**config.mk**
```make
export PLATFORM = sky130hd
export DESIGN_NAME = ms_timer_arbiter
export DESIGN_NICKNAME = d
export VERILOG_FILES = /design/src/rtl/ms_timer_arbiter.sv
export SDC_FILE = /design/constraint.sdc
export NUM_CORES = 1
export LEC_CHECK = 0
export ABC_CLOCK_PERIOD_IN_PS = 3040
export CAP_MARGIN = 30
export CELL_PAD_IN_SITES_DETAIL_PLACEMENT = 0
export CELL_PAD_IN_SITES_GLOBAL_PLACEMENT = 1
export CORE_ASPECT_RATIO = 1.25
export CORE_UTILIZATION = 35
export DETAILED_ROUTE_END_ITERATION = 6
export GPL_TIMING_DRIVEN = 0
export PLACE_DENSITY = 0.76
export SLEW_MARGIN = 25
export SYNTH_ARGS = -nofsm -noshare
export SYNTH_HDL_FRONTEND = slang
export SYNTH_SLANG_ARGS = --single-unit
```
**constraint.sdc**
```tcl
create_clock -name clk -period 3.04 [get_ports clk]
set_input_delay 0.76 -clock clk [delete_from_list [all_inputs] [get_ports clk]]
set_output_delay 0.76 -clock clk [all_outputs]
set_load 0.01 [all_outputs]
```
**src/rtl/ms_timer_arbiter.sv**
```systemverilog
// ms_timer_arbiter: one millisecond delay timer shared round-robin among four requesters
module ms_timer_arbiter #(
    parameter int TICK_DIV = 100000,
    parameter int DLY_W    = 16
) (
    input  logic               clk,
    input  logic               rst_n,
    input  logic [3:0]         req,
    input  logic [4*DLY_W-1:0] dly_ms,
    output logic [3:0]         grant,
    output logic [3:0]         done,
    output logic               busy,
    output logic               tick_ms
);
    typedef enum logic [1:0] {IDLE, COUNT, DONE} state_t;
    state_t             state;
    logic [31:0]        presc;
    logic [DLY_W-1:0]   cnt;
    logic [DLY_W-1:0]   win_dly;
    logic [1:0]         last;
    logic [1:0]         owner;
    logic [1:0]         win;
    logic [1:0]         idx;
    logic               go;
    assign tick_ms = presc == 32'(TICK_DIV - 1);
    assign busy    = state != IDLE;
    assign go      = state == IDLE && |req;
    assign win_dly = dly_ms[win*DLY_W +: DLY_W];
    // scanning from lowest to highest priority lets the nearest requester after last win
    always_comb begin
        win = last;
        idx = last;
        for (int k = 4; k >= 1; k--) begin
            idx = last + 2'(k);
            win = req[idx] ? idx : win;
        end
    end
    always_ff @(posedge clk or negedge rst_n) begin
        if (!rst_n) begin
            state <= IDLE;
            presc <= '0;
            cnt   <= '0;
            last  <= 2'd3;
            owner <= '0;
            grant <= '0;
            done  <= '0;
        end else begin
            presc <= ((go && win_dly != 0) || tick_ms) ? '0 : presc + 1;
            case (state)
                IDLE: if (|req) begin
                    owner <= win;
                    last  <= win;
                    grant <= 4'b1 << win;
                    if (win_dly == 0) begin
                        state <= DONE;
                        done  <= 4'b1 << win;
                    end else begin
                        cnt   <= win_dly;
                        state <= COUNT;
                    end
                end
                COUNT: if (!req[owner]) begin
                    state <= IDLE;
                    grant <= '0;
                end else if (tick_ms) begin
                    cnt <= (cnt != 0) ? cnt - 1 : cnt;
                    if (cnt == 1) begin
                        state <= DONE;
                        done  <= grant;
                    end
                end
                default: begin
                    state <= IDLE;
                    grant <= '0;
                    done  <= '0;
                end
            endcase
        end
    end
endmodule

```
* After elaboration in Yosys (flattened, before gate mapping)
Cells that the tools add are included.
Storage, ports and cells: bits in registers 62, input bits 70
Cells by class: add/subtract/negate cells 5, order comparisons 4, equality and inequality tests 13, shift-type cells 2, muxes and demuxes 33, reduce and logical (&&, ||, !) cells 15
Operators by type and width (number):
- 16-bit two-way mux | 5
- 64-bit by 7-bit indexed part select with 16-bit output | 1
- 32-bit by 1-bit adder with 32-bit output (second input constant) | 1
- 32-bit by 17-bit == test with 1-bit output (second input constant) | 1
- 32-bit two-way mux | 1
- 16-bit case mux with 2 select lines | 1
- 16-bit nonzero test | 2
- 4-bit two-way mux | 7
- 16-bit by 1-bit == test with 1-bit output (second input constant) | 1
- 16-bit logical NOT | 1
- 2-bit two-way mux | 8
- 4-bit case mux with 2 select lines | 2
- 16-bit by 1-bit subtractor with 16-bit output (second input constant) | 1
- 2-bit by 3-bit < comparator with 1-bit output (second input constant) | 4
- 2-bit != test (second input constant) | 6
- 1-bit binary-select mux with 2-bit select | 4
- 3-bit != test (second input constant) | 2
- 6-bit AND reduction | 1
- 5-bit AND reduction | 1
- 2-bit adder (second input constant) | 2
- 1-bit two-way mux | 4
- 2-bit by 1-bit != test with 1-bit output (second input constant) | 2
- 2-bit case mux with 2 select lines | 1
- 2-bit AND reduction | 2
- 9 further kinds | 11

* Longest topological paths before layout
Gate-level depths: netlist of the first run.
depth after elaboration 11, depth in mapped cells 12, depth with buffers taken out 10

* Worst setup path after synthesis of the first run
No wires, ideal clock.
path kind input to register, start point input port req[2], end point register cnt[8], library setup time 0.145 ns, arrival 3.052 ns, data required time 2.895 ns, path slack -0.157 ns, stages on the path 10, path buffers 2, path through or3b_1 -> and3_1 -> buf_2 -> buf_6 -> a211oi_1 -> o22ai_1 -> or4_4 -> o21a_1 -> nor2_4 -> o211ai_1
On the way: cells in the longest elaborated chain, start to end 9, elaborated cells on any way between the ends 21, classes of those cells eq/ne (3); shift (1); mux (14); reduce/logical (3)
RTL lines:
- start: declaration | RTL line 8 | input logic [3:0] req,
- 1-bit binary-select mux with 2-bit select | RTL line 35 | win = req[idx] ? idx : win;
- 1-bit two-way mux (not written as such) | RTL line 35
- 2-bit two-way mux (3 in series) | RTL line 35
- 64-bit by 7-bit indexed part select with 16-bit output | RTL line 28 | assign win_dly = dly_ms[win*DLY_W +: DLY_W];
- 16-bit logical NOT or 16-bit two-way mux (tied branches) | RTL line 54 | if (win_dly == 0) begin
- 2-bit != test (no source line) or 16-bit two-way mux (tied branches)
- 6-bit AND reduction (no source line) or 16-bit case mux with 2 select lines (tied branches)
- end signal: assignment | RTL line 58 | cnt <= win_dly;
- end signal: assignment | RTL line 66 | cnt <= (cnt != 0) ? cnt - 1 : cnt;
- end: declaration | RTL line 18 | logic [DLY_W-1:0] cnt;
Several ways; a longest one is shown, not always the timed one. The select of a mux whose other input is x is not followed. A chain may end at the register's enable or synchronous reset.

* Worst setup path after layout of the first run
start point register last[1], end point register cnt[10]
On the way: cells in the longest elaborated chain, start to end 10, elaborated cells on any way between the ends 19, classes of those cells add/sub (3); eq/ne (1); shift (1); mux (12); reduce/logical (2)
RTL lines:
- start: declaration | RTL line 20 | logic [1:0] last;
- start signal: assignment | RTL line 52 | last <= win;
- 2-bit adder | RTL line 34 | idx = last + 2'(k);
- 1-bit binary-select mux with 2-bit select | RTL line 35
- 1-bit two-way mux (not written as such) | RTL line 35
- 2-bit two-way mux (2 in series) | RTL line 35
- 2-bit two-way mux (*) | RTL line 35
- 64-bit by 7-bit indexed part select with 16-bit output (*) | RTL line 28
- 16-bit logical NOT or 16-bit two-way mux (tied branches) | RTL line 54
- 2-bit != test (no source line) or 16-bit two-way mux (tied branches)
- 6-bit AND reduction (no source line) or 16-bit case mux with 2 select lines (tied branches)
Every way passes the cells marked *; elsewhere a longest branch is shown, timed or not. The select of a mux whose other input is x is not followed.

==> qor.csv, run 1 <==
stage;metric;value;unit
finish;share of layout cells above drive strength 1;25.71;%
yosys;synth cell count leaders;dfrtp_1 (60), nor2_1 (60), and3_1 (40);
clock_tree;Num CTS Buffers;9;
timing;Tmin final;3140;ps
global_routing;largest net degree at the start of global routing;45;
job;max-cap violation count;0;
finish;fin area;6236;sq um
timing;normalized max-slew margin;40.46;%
setup_path;CP Max Fanout;8;
global_routing;GRT overflow;0;
setup_path;CP delay by family, top;compound AO/OA/AOI/OAI gates;
yosys;Yosys warnings;0;
global_routing;GRT Total Usage;22.33;%
placed_design;HPWL Detailed;9168;um
floorplan;Die W;97.89;um
setup_path;Reg2Reg Depth;11;
yosys;sequential fraction of the synthesis area;38.63;%
setup_path;R2R Path End;cnt[10];
yosys;FF+latch count, synth;62;
floorplan;core area;11140;sq um
timing;Final TNS setup;-3592;ps
power_and_ir_drop;Leak;0.002429;uW
finish;Non-Filler Instances;734;
clock_tree;Clock Latency Late Sink;340;ps
yosys;Mapped Avg Cell Area;8.433;sq um
timing;unrepaired setup endpoints after global routing;true;
clock_tree;H-tree levels;3;
setup_path;RR Startpoint;last[1];
setup_path;endpoint class of the critical path;flip-flop;
setup_path;Worst EP required;3290;ps
timing;Tcrit/Tclk final;103.3;%
routing;DR iter-0 viols;236;
finish;nets;667;
timing;Hold Fails Final Rpt;0;
finish;ant diodes;0;
placed_design;placed cell area;5146;sq um
floorplan;Die ar.;11930;sq um
yosys;count of cell types in the netlist;49;
routing;Pre-antenna DRT Iters;5;
yosys;cells after synthesis;477;
timing;Least-Margin Pin Slew;891.4;ps
floorplan;Die H;121.9;um
global_routing;initial antenna violation count;0;
setup_path;CP endpoint;cnt[10];
status;run status;finished, violations left;
yosys;synthesized area;4023;sq um
routing;per-cell routed wire length;17.16;um
setup_path;setup slack, reg-to-reg;-100;ps
timing;fmax;318.5;MHz
timing;Fin Clk Skew;6.593;ps
setup_path;worst setup path category;flip-flop to flip-flop;
yosys;top-area cell type share of the netlist area;37.33;%
timing;final setup vio count;46;
routing;Post-Route WL;12590;um
placed_design;IO buf count;79;
yosys;EDFF count, synth;0;
finish;Area Overhead vs Synth;55.02;%
floorplan;Starting Density;36.12;%
power_and_ir_drop;PwrDens;863.5;nW/um^2
setup_path;Worst path max stage delay;600;ps
setup_path;CP max stage cell;dfstp_2;
clock_tree;clock root cell;clkbuf_16;
yosys;Yosys top cell by area;dfrtp_1;
yosys;Most used DFF post-synth;dfrtp_1;
floorplan;Top Ports;80;
finish;Util after Layout;55.99;%
clock_tree;CTS Sinks;62;
setup_path;Crit path depth;11;
clock_tree;Bufs on Longest Clock Path;2;
worst_hold_path;HP Class;primary input to async pin;
routing;final antenna-violating net count;0;
yosys;Async S/R FF share, synth;100.0;%
setup_path;CP Buf/Inv Count;2;
status;violated checks;setup timing;
clock_tree;clock transition at the registers of the reported paths;60;ps
setup_path;crit start category;flip-flop;
timing;Setup WS post-layout;-100.2;ps
clock_tree;CTS tree;yes;
global_routing;global-route wire length before repair;20830;um
routing;total number of vias;4081;
yosys;syn_nets;550;
routing;routed vias/inst;5.560;
power_and_ir_drop;Peak supply drop;0.4943;mV
timing;final slew viol count;0;
setup_path;critical path cell sequence;nand2_2 -> a31oi_4 -> nand2_8 -> buf_12 -> a211oi_4 -> o22ai_1 -> or4_4 -> o21ai_4 -> buf_6 -> a211oi_1 -> o21ai_1;
yosys;Synth area leaders;dfrtp_1 (37%), a211oi_1 (6.5%), and3_1 (6.2%), nor2_1 (5.6%), xor2_1 (4.8%);
floorplan;Cell Rows;43;
setup_path;Worst Setup SP;last[1];
placed_design;routability congestion estimate;0.8527;
setup_path;CP Data Arrival Time;3390;ps
global_routing;vias in the first global route;4183;
placed_design;Inst Count DP;692;
routing;# DRC;0;
## routing by layer
layer | up-vias | track usage (%) | share of wire [%]
met3 | 22 | 4.532 | 4.4
met4 | 0 | 9.848 | 2.4
met5 | - | 0 | 0
li1 | 1989 | - | -
met2 | 114 | 40.80 | 52
met1 | 1956 | 25.04 | 41
## layout by cell type, fill, tap and decap left out, types with 6 or more instances in the layout
master,count
clkbuf_1,12
clkdlybuf4s50_1,73
nand3_1,26
a21oi_1,10
xnor2_1,8
and3_1,34
buf_4,21
nor4_1,6
dfrtp_1,59
xor2_1,22
buf_6,8
nor2_1,46
clkbuf_16,11
o22ai_1,9
a211oi_2,14
and3_4,6
nand2_1,33
nor3_1,23
nand3_2,8
o211ai_1,13
nor2_4,11
o21ai_0,9
a211oi_4,18
## state kept, by name (all words and copies together) (netlist names)
register  flops
cnt          16
done          4
grant         4
last          2
owner         2
presc        32
state         2
## how the worst min path moves through the flow
| stage | end | slack, ps | depth (start not counted) |
|---|---|---|---|
| floorplan | presc[0] | 450 | 1 |
| detailed placement | done[3] | 480 | 1 |
| global placement | presc[0] | 480 | 1 |
| CTS | presc[21] | 310 | 1 |
| global route | presc[7] | 310 | 1 |
| finish | presc[24] | 300 | 1 |
## final cells by class
| type | instances | area, sq um |
|---|---|---|
| Tap cell | 135 | 168.9 |
| Clock inverter | 6 | 37.54 |
| Multi-Input combinational cell | 382 | 2884 |
| Sequential cell | 62 | 1555 |
| Fill cell | 972 | 4901 |
| Timing Repair Buffer | 106 | 1096 |
| Inverter | 6 | 22.52 |
| Clock buffer | 10 | 239.0 |
| Buffer | 27 | 232.7 |
## worst reg2reg max path, stage by stage (launching register included)
cell and delay (ps):
dfstp_2 600, nand2_2 90, a31oi_4 350, nand2_8 170, buf_12 190, a211oi_4 250
o22ai_1 110, or4_4 600, o21ai_4 320, buf_6 180, a211oi_1 70, o21ai_1 140
## report_power, final
group | internal, uW | switching [uW]
sequential | 1010 | 190
clock | 568 | 382
combinational | 1510 | 1720
total | 3090 | 2300
## logic make-up (layout without fill, tap and decap cells)
| logic type | after synthesis | after routing | synth area share, % |
|---|---|---|---|
| AO/OA/AOI/OAI | 110 | 110 | 19.60 |
| AND/OR/NAND/NOR | 237 | 238 | 29.98 |
| multiplexers | 1 | 1 | 0.5598 |
| adder cells (fa/ha/maj) | 3 | 3 | 0.9332 |
| flip-flops | 62 | 62 | 38.63 |
| XOR/XNOR | 30 | 30 | 6.532 |
| buffers and inverters | 34 | 155 | 3.763 |
## timing repair
item                       4_1_cts  5_1_grt
gates cloned                     5        1
pin swaps                       38       10
setup endpoints to repair       55       51
resized for setup              110       34
buffers inserted                21        0
hold buffers                     0        0
## per-stage QoR
stage / power (uW) / setup WS [ps] / hold slack (ps)
2_1_floorplan: 2762 / -24.85 / 450.2
6_report: 5385 / -100.2 / 300.6
4_1_cts: 5214 / -75.98 / 307.0
3_5_place_dp: 3433 / -1129 / 477.3
5_1_grt: 5714 / -223.1 / 311.8
3_3_place_gp: 3392 / -1095 / 475.3
Note: power is estimated with default switching activity, not from simulation.
==> run 2, diff against run 1 <==
ABC_CLOCK_PERIOD_IN_PS = 3650   (was 3040)
CAP_MARGIN = default   (was 30)
CORE_UTILIZATION = 42   (was 35)
PLACE_DENSITY = 0.85   (was 0.76)
clock period = 3.65 ns   (was 3.04 ns; I/O delays follow)
==> run 2 against run 1 <==
The flow now finishes without violations. Hold slack better by 170 ps. Flip-flop and latch count is the same. Combinational power shrank 39%. Clock power decreased by 18%. Sequential share of layout area is 3.3 points higher. Routed wire length fell by 6.4%. Die area is 16% lower. Worst setup slack better by 240 ps. Total power down 30%. Critical endpoint is now cnt[14].
==> qor.csv, run 2 (synthesis gave the netlist of run 1 again) <==
stage;metric;value;unit
clock_tree;Clock Latency Late Sink;330;ps
floorplan;Die ar.;9976;sq um
timing;Tmin final;3510;ps
routing;Pre-antenna DRT Iters;4;
routing;final antenna-violating net count;0;
placed_design;IO buf count;79;
global_routing;global-route wire length before repair;18990;um
timing;Tcrit/Tclk final;96.16;%
routing;wl on met1;4958;um
global_routing;initial antenna violation count;0;
power_and_ir_drop;clock power share;20.7;%
power_and_ir_drop;Leak;0.002206;uW
finish;Area Overhead vs Synth;37.05;%
placed_design;HPWL Detailed;8973;um
setup_path;critical path cell sequence;dlygate4sd2_1 -> o21a_1 -> o21ai_4 -> nand2_4 -> buf_4 -> a211oi_2 -> o22ai_1 -> or4_4 -> o21a_4 -> nor3_1 -> o21ai_1;
floorplan;Die H;111.4;um
global_routing;largest net degree at the start of global routing;41;
clock_tree;Bufs on Longest Clock Path;2;
setup_path;Worst EP required;3840;ps
routing;total number of vias;4023;
power_and_ir_drop;Sequential Power Share;26.8;%
setup_path;CP Max Fanout;10;
timing;Final TNS setup;0;ps
timing;fmax;284.9;MHz
routing;per-cell routed wire length;16.91;um
routing;Post-Route WL;11790;um
placed_design;routability congestion estimate;0.8765;
floorplan;core area;9223;sq um
global_routing;GRT overflow;0;
floorplan;Starting Density;43.62;%
power_and_ir_drop;PwrDens;682.3;nW/um^2
timing;Least-Margin Pin Slew;835.1;ps
timing;unrepaired setup endpoints after global routing;true;
finish;ant diodes;0;
finish;multi-input logic area;2540;sq um
clock_tree;H-tree levels;3;
timing;final slew viol count;0;
finish;share of layout cells above drive strength 1;13.24;%
routing;routed vias/inst;5.772;
finish;commonest non-fill, non-tap cell in the layout;clkdlybuf4s50_1;
placed_design;pre-CTS setup slack;-802.2;ps
finish;nets;643;
routing;routed wire length on met2;6061;um
finish;fill count;815;
power_and_ir_drop;P_sw;1623;uW
setup_path;Worst path max stage delay;580;ps
routing;# DRC;0;
timing;final setup vio count;0;
power_and_ir_drop;Pint;2139;uW
status;run status;finished, final reports clean;
routing;met3 wire length;495;um
clock_tree;CTS tree;yes;
power_and_ir_drop;Logic pwr share;52.5;%
global_routing;vias in the first global route;4020;
finish;Largest register FFs;32;
clock_tree;CTS Sinks;62;
routing;DR iter-0 viols;280;
setup_path;CP Data Arrival Time;3700;ps
timing;Hold Slack;474.3;ps
floorplan;Die W;89.54;um
global_routing;GRT Total Usage;24.75;%
clock_tree;clock root cell;clkbuf_16;
finish;top flop regs;presc x32, cnt x16;
setup_path;crit start category;primary input;
power_and_ir_drop;Peak supply drop;0.3182;mV
power_and_ir_drop;Sw Share;43.14;%
floorplan;Top Ports;80;
setup_path;CP max stage cell;or4_4;
finish;Top reg by flops;presc;
setup_path;Reg2Reg Depth;10;
setup_path;endpoint class of the critical path;flip-flop;
finish;commonest non-fill, non-tap cells in the layout;clkdlybuf4s50_1 (74), nor2_1 (60), dfrtp_1 (59);
timing;Setup WS post-layout;140.0;ps
setup_path;worst setup path category;primary input to flip-flop;
timing;Fin Clk Skew;8.046;ps
job;max-cap violation count;0;
timing;Hold Fails Final Rpt;0;
power_and_ir_drop;Power Total;3761;uW
floorplan;Cell Rows;39;
timing;normalized max-slew margin;44.22;%
finish;Storage cell area;1555;sq um
routing;uppermost layer routed;met4;
clock_tree;clock transition at the registers of the reported paths;50;ps
worst_hold_path;HP Class;primary input to async pin;
clock_tree;Num CTS Buffers;9;
[run 2: power by group through the flow]
stage	logic [uW]	clock network (uW)	registers, uW
6_report	1970	779	1010
5_1_grt	2150	819	1030
4_1_cts	1880	799	1000
3_5_place_dp	1710	0	1010
3_3_place_gp	1670	0	1000
2_1_floorplan	1200	0	975
[run 2: final cells by class]
type | instances | share of cell area (%)
plain buffers | 27 | 2.724
clock buffers | 14 | 4.789
clock inverters | 1 | 0.09079
inverters | 6 | 0.4085
multi-input cells | 382 | 46.07
flip-flops and latches | 62 | 28.21
well taps | 123 | 2.792
repair buffers | 82 | 14.91
[run 2: timing repair]
item                                    in CTS  in global routing
cloned                                       1                  0
gates resized for setup                     44                 15
hold buffers                                 0                  0
pin swaps                                    6                  1
endpoints found under the setup margin      55                 52
buffers inserted                             2                  0
[run 2: metal layers]
layer,GRT usage [%],up-vias
li1,-,1948
met1,29.36,1924
met2,43.00,123
met3,5.189,28
met4,9.312,0
met5,0,-
[run 2: final timing paths]
check	end	slack (ps)	from
max	cnt[14]	140	req[1]
min	presc[7]	470	rst_n
max reg2reg	cnt[14]	480	last[1]
min reg2reg	done[2]	490	done[2]
max in group asynchronous	presc[0]	2650	rst_n
min in group clk	done[2]	490	done[2]
[run 2: metrics by stage]
stage | instance area (sq um) | util [%] | std cells
after detailed placement | 4985 | 54.05 | 680
after CTS | 5440 | 58.99 | 698
after floorplan | 4023 | - | 477
after global placement | 4967 | 53.86 | 679
after global routing | 5513 | 59.77 | 697
final | 5513 | 59.77 | 697
[run 2: worst max-delay path, delay by kind of cell]
kind                   cells  cell delay, ps
and+or+nand+nor            3             930
buffers and inverters      2             550
AOI/OAI and AO/OA          6            1300
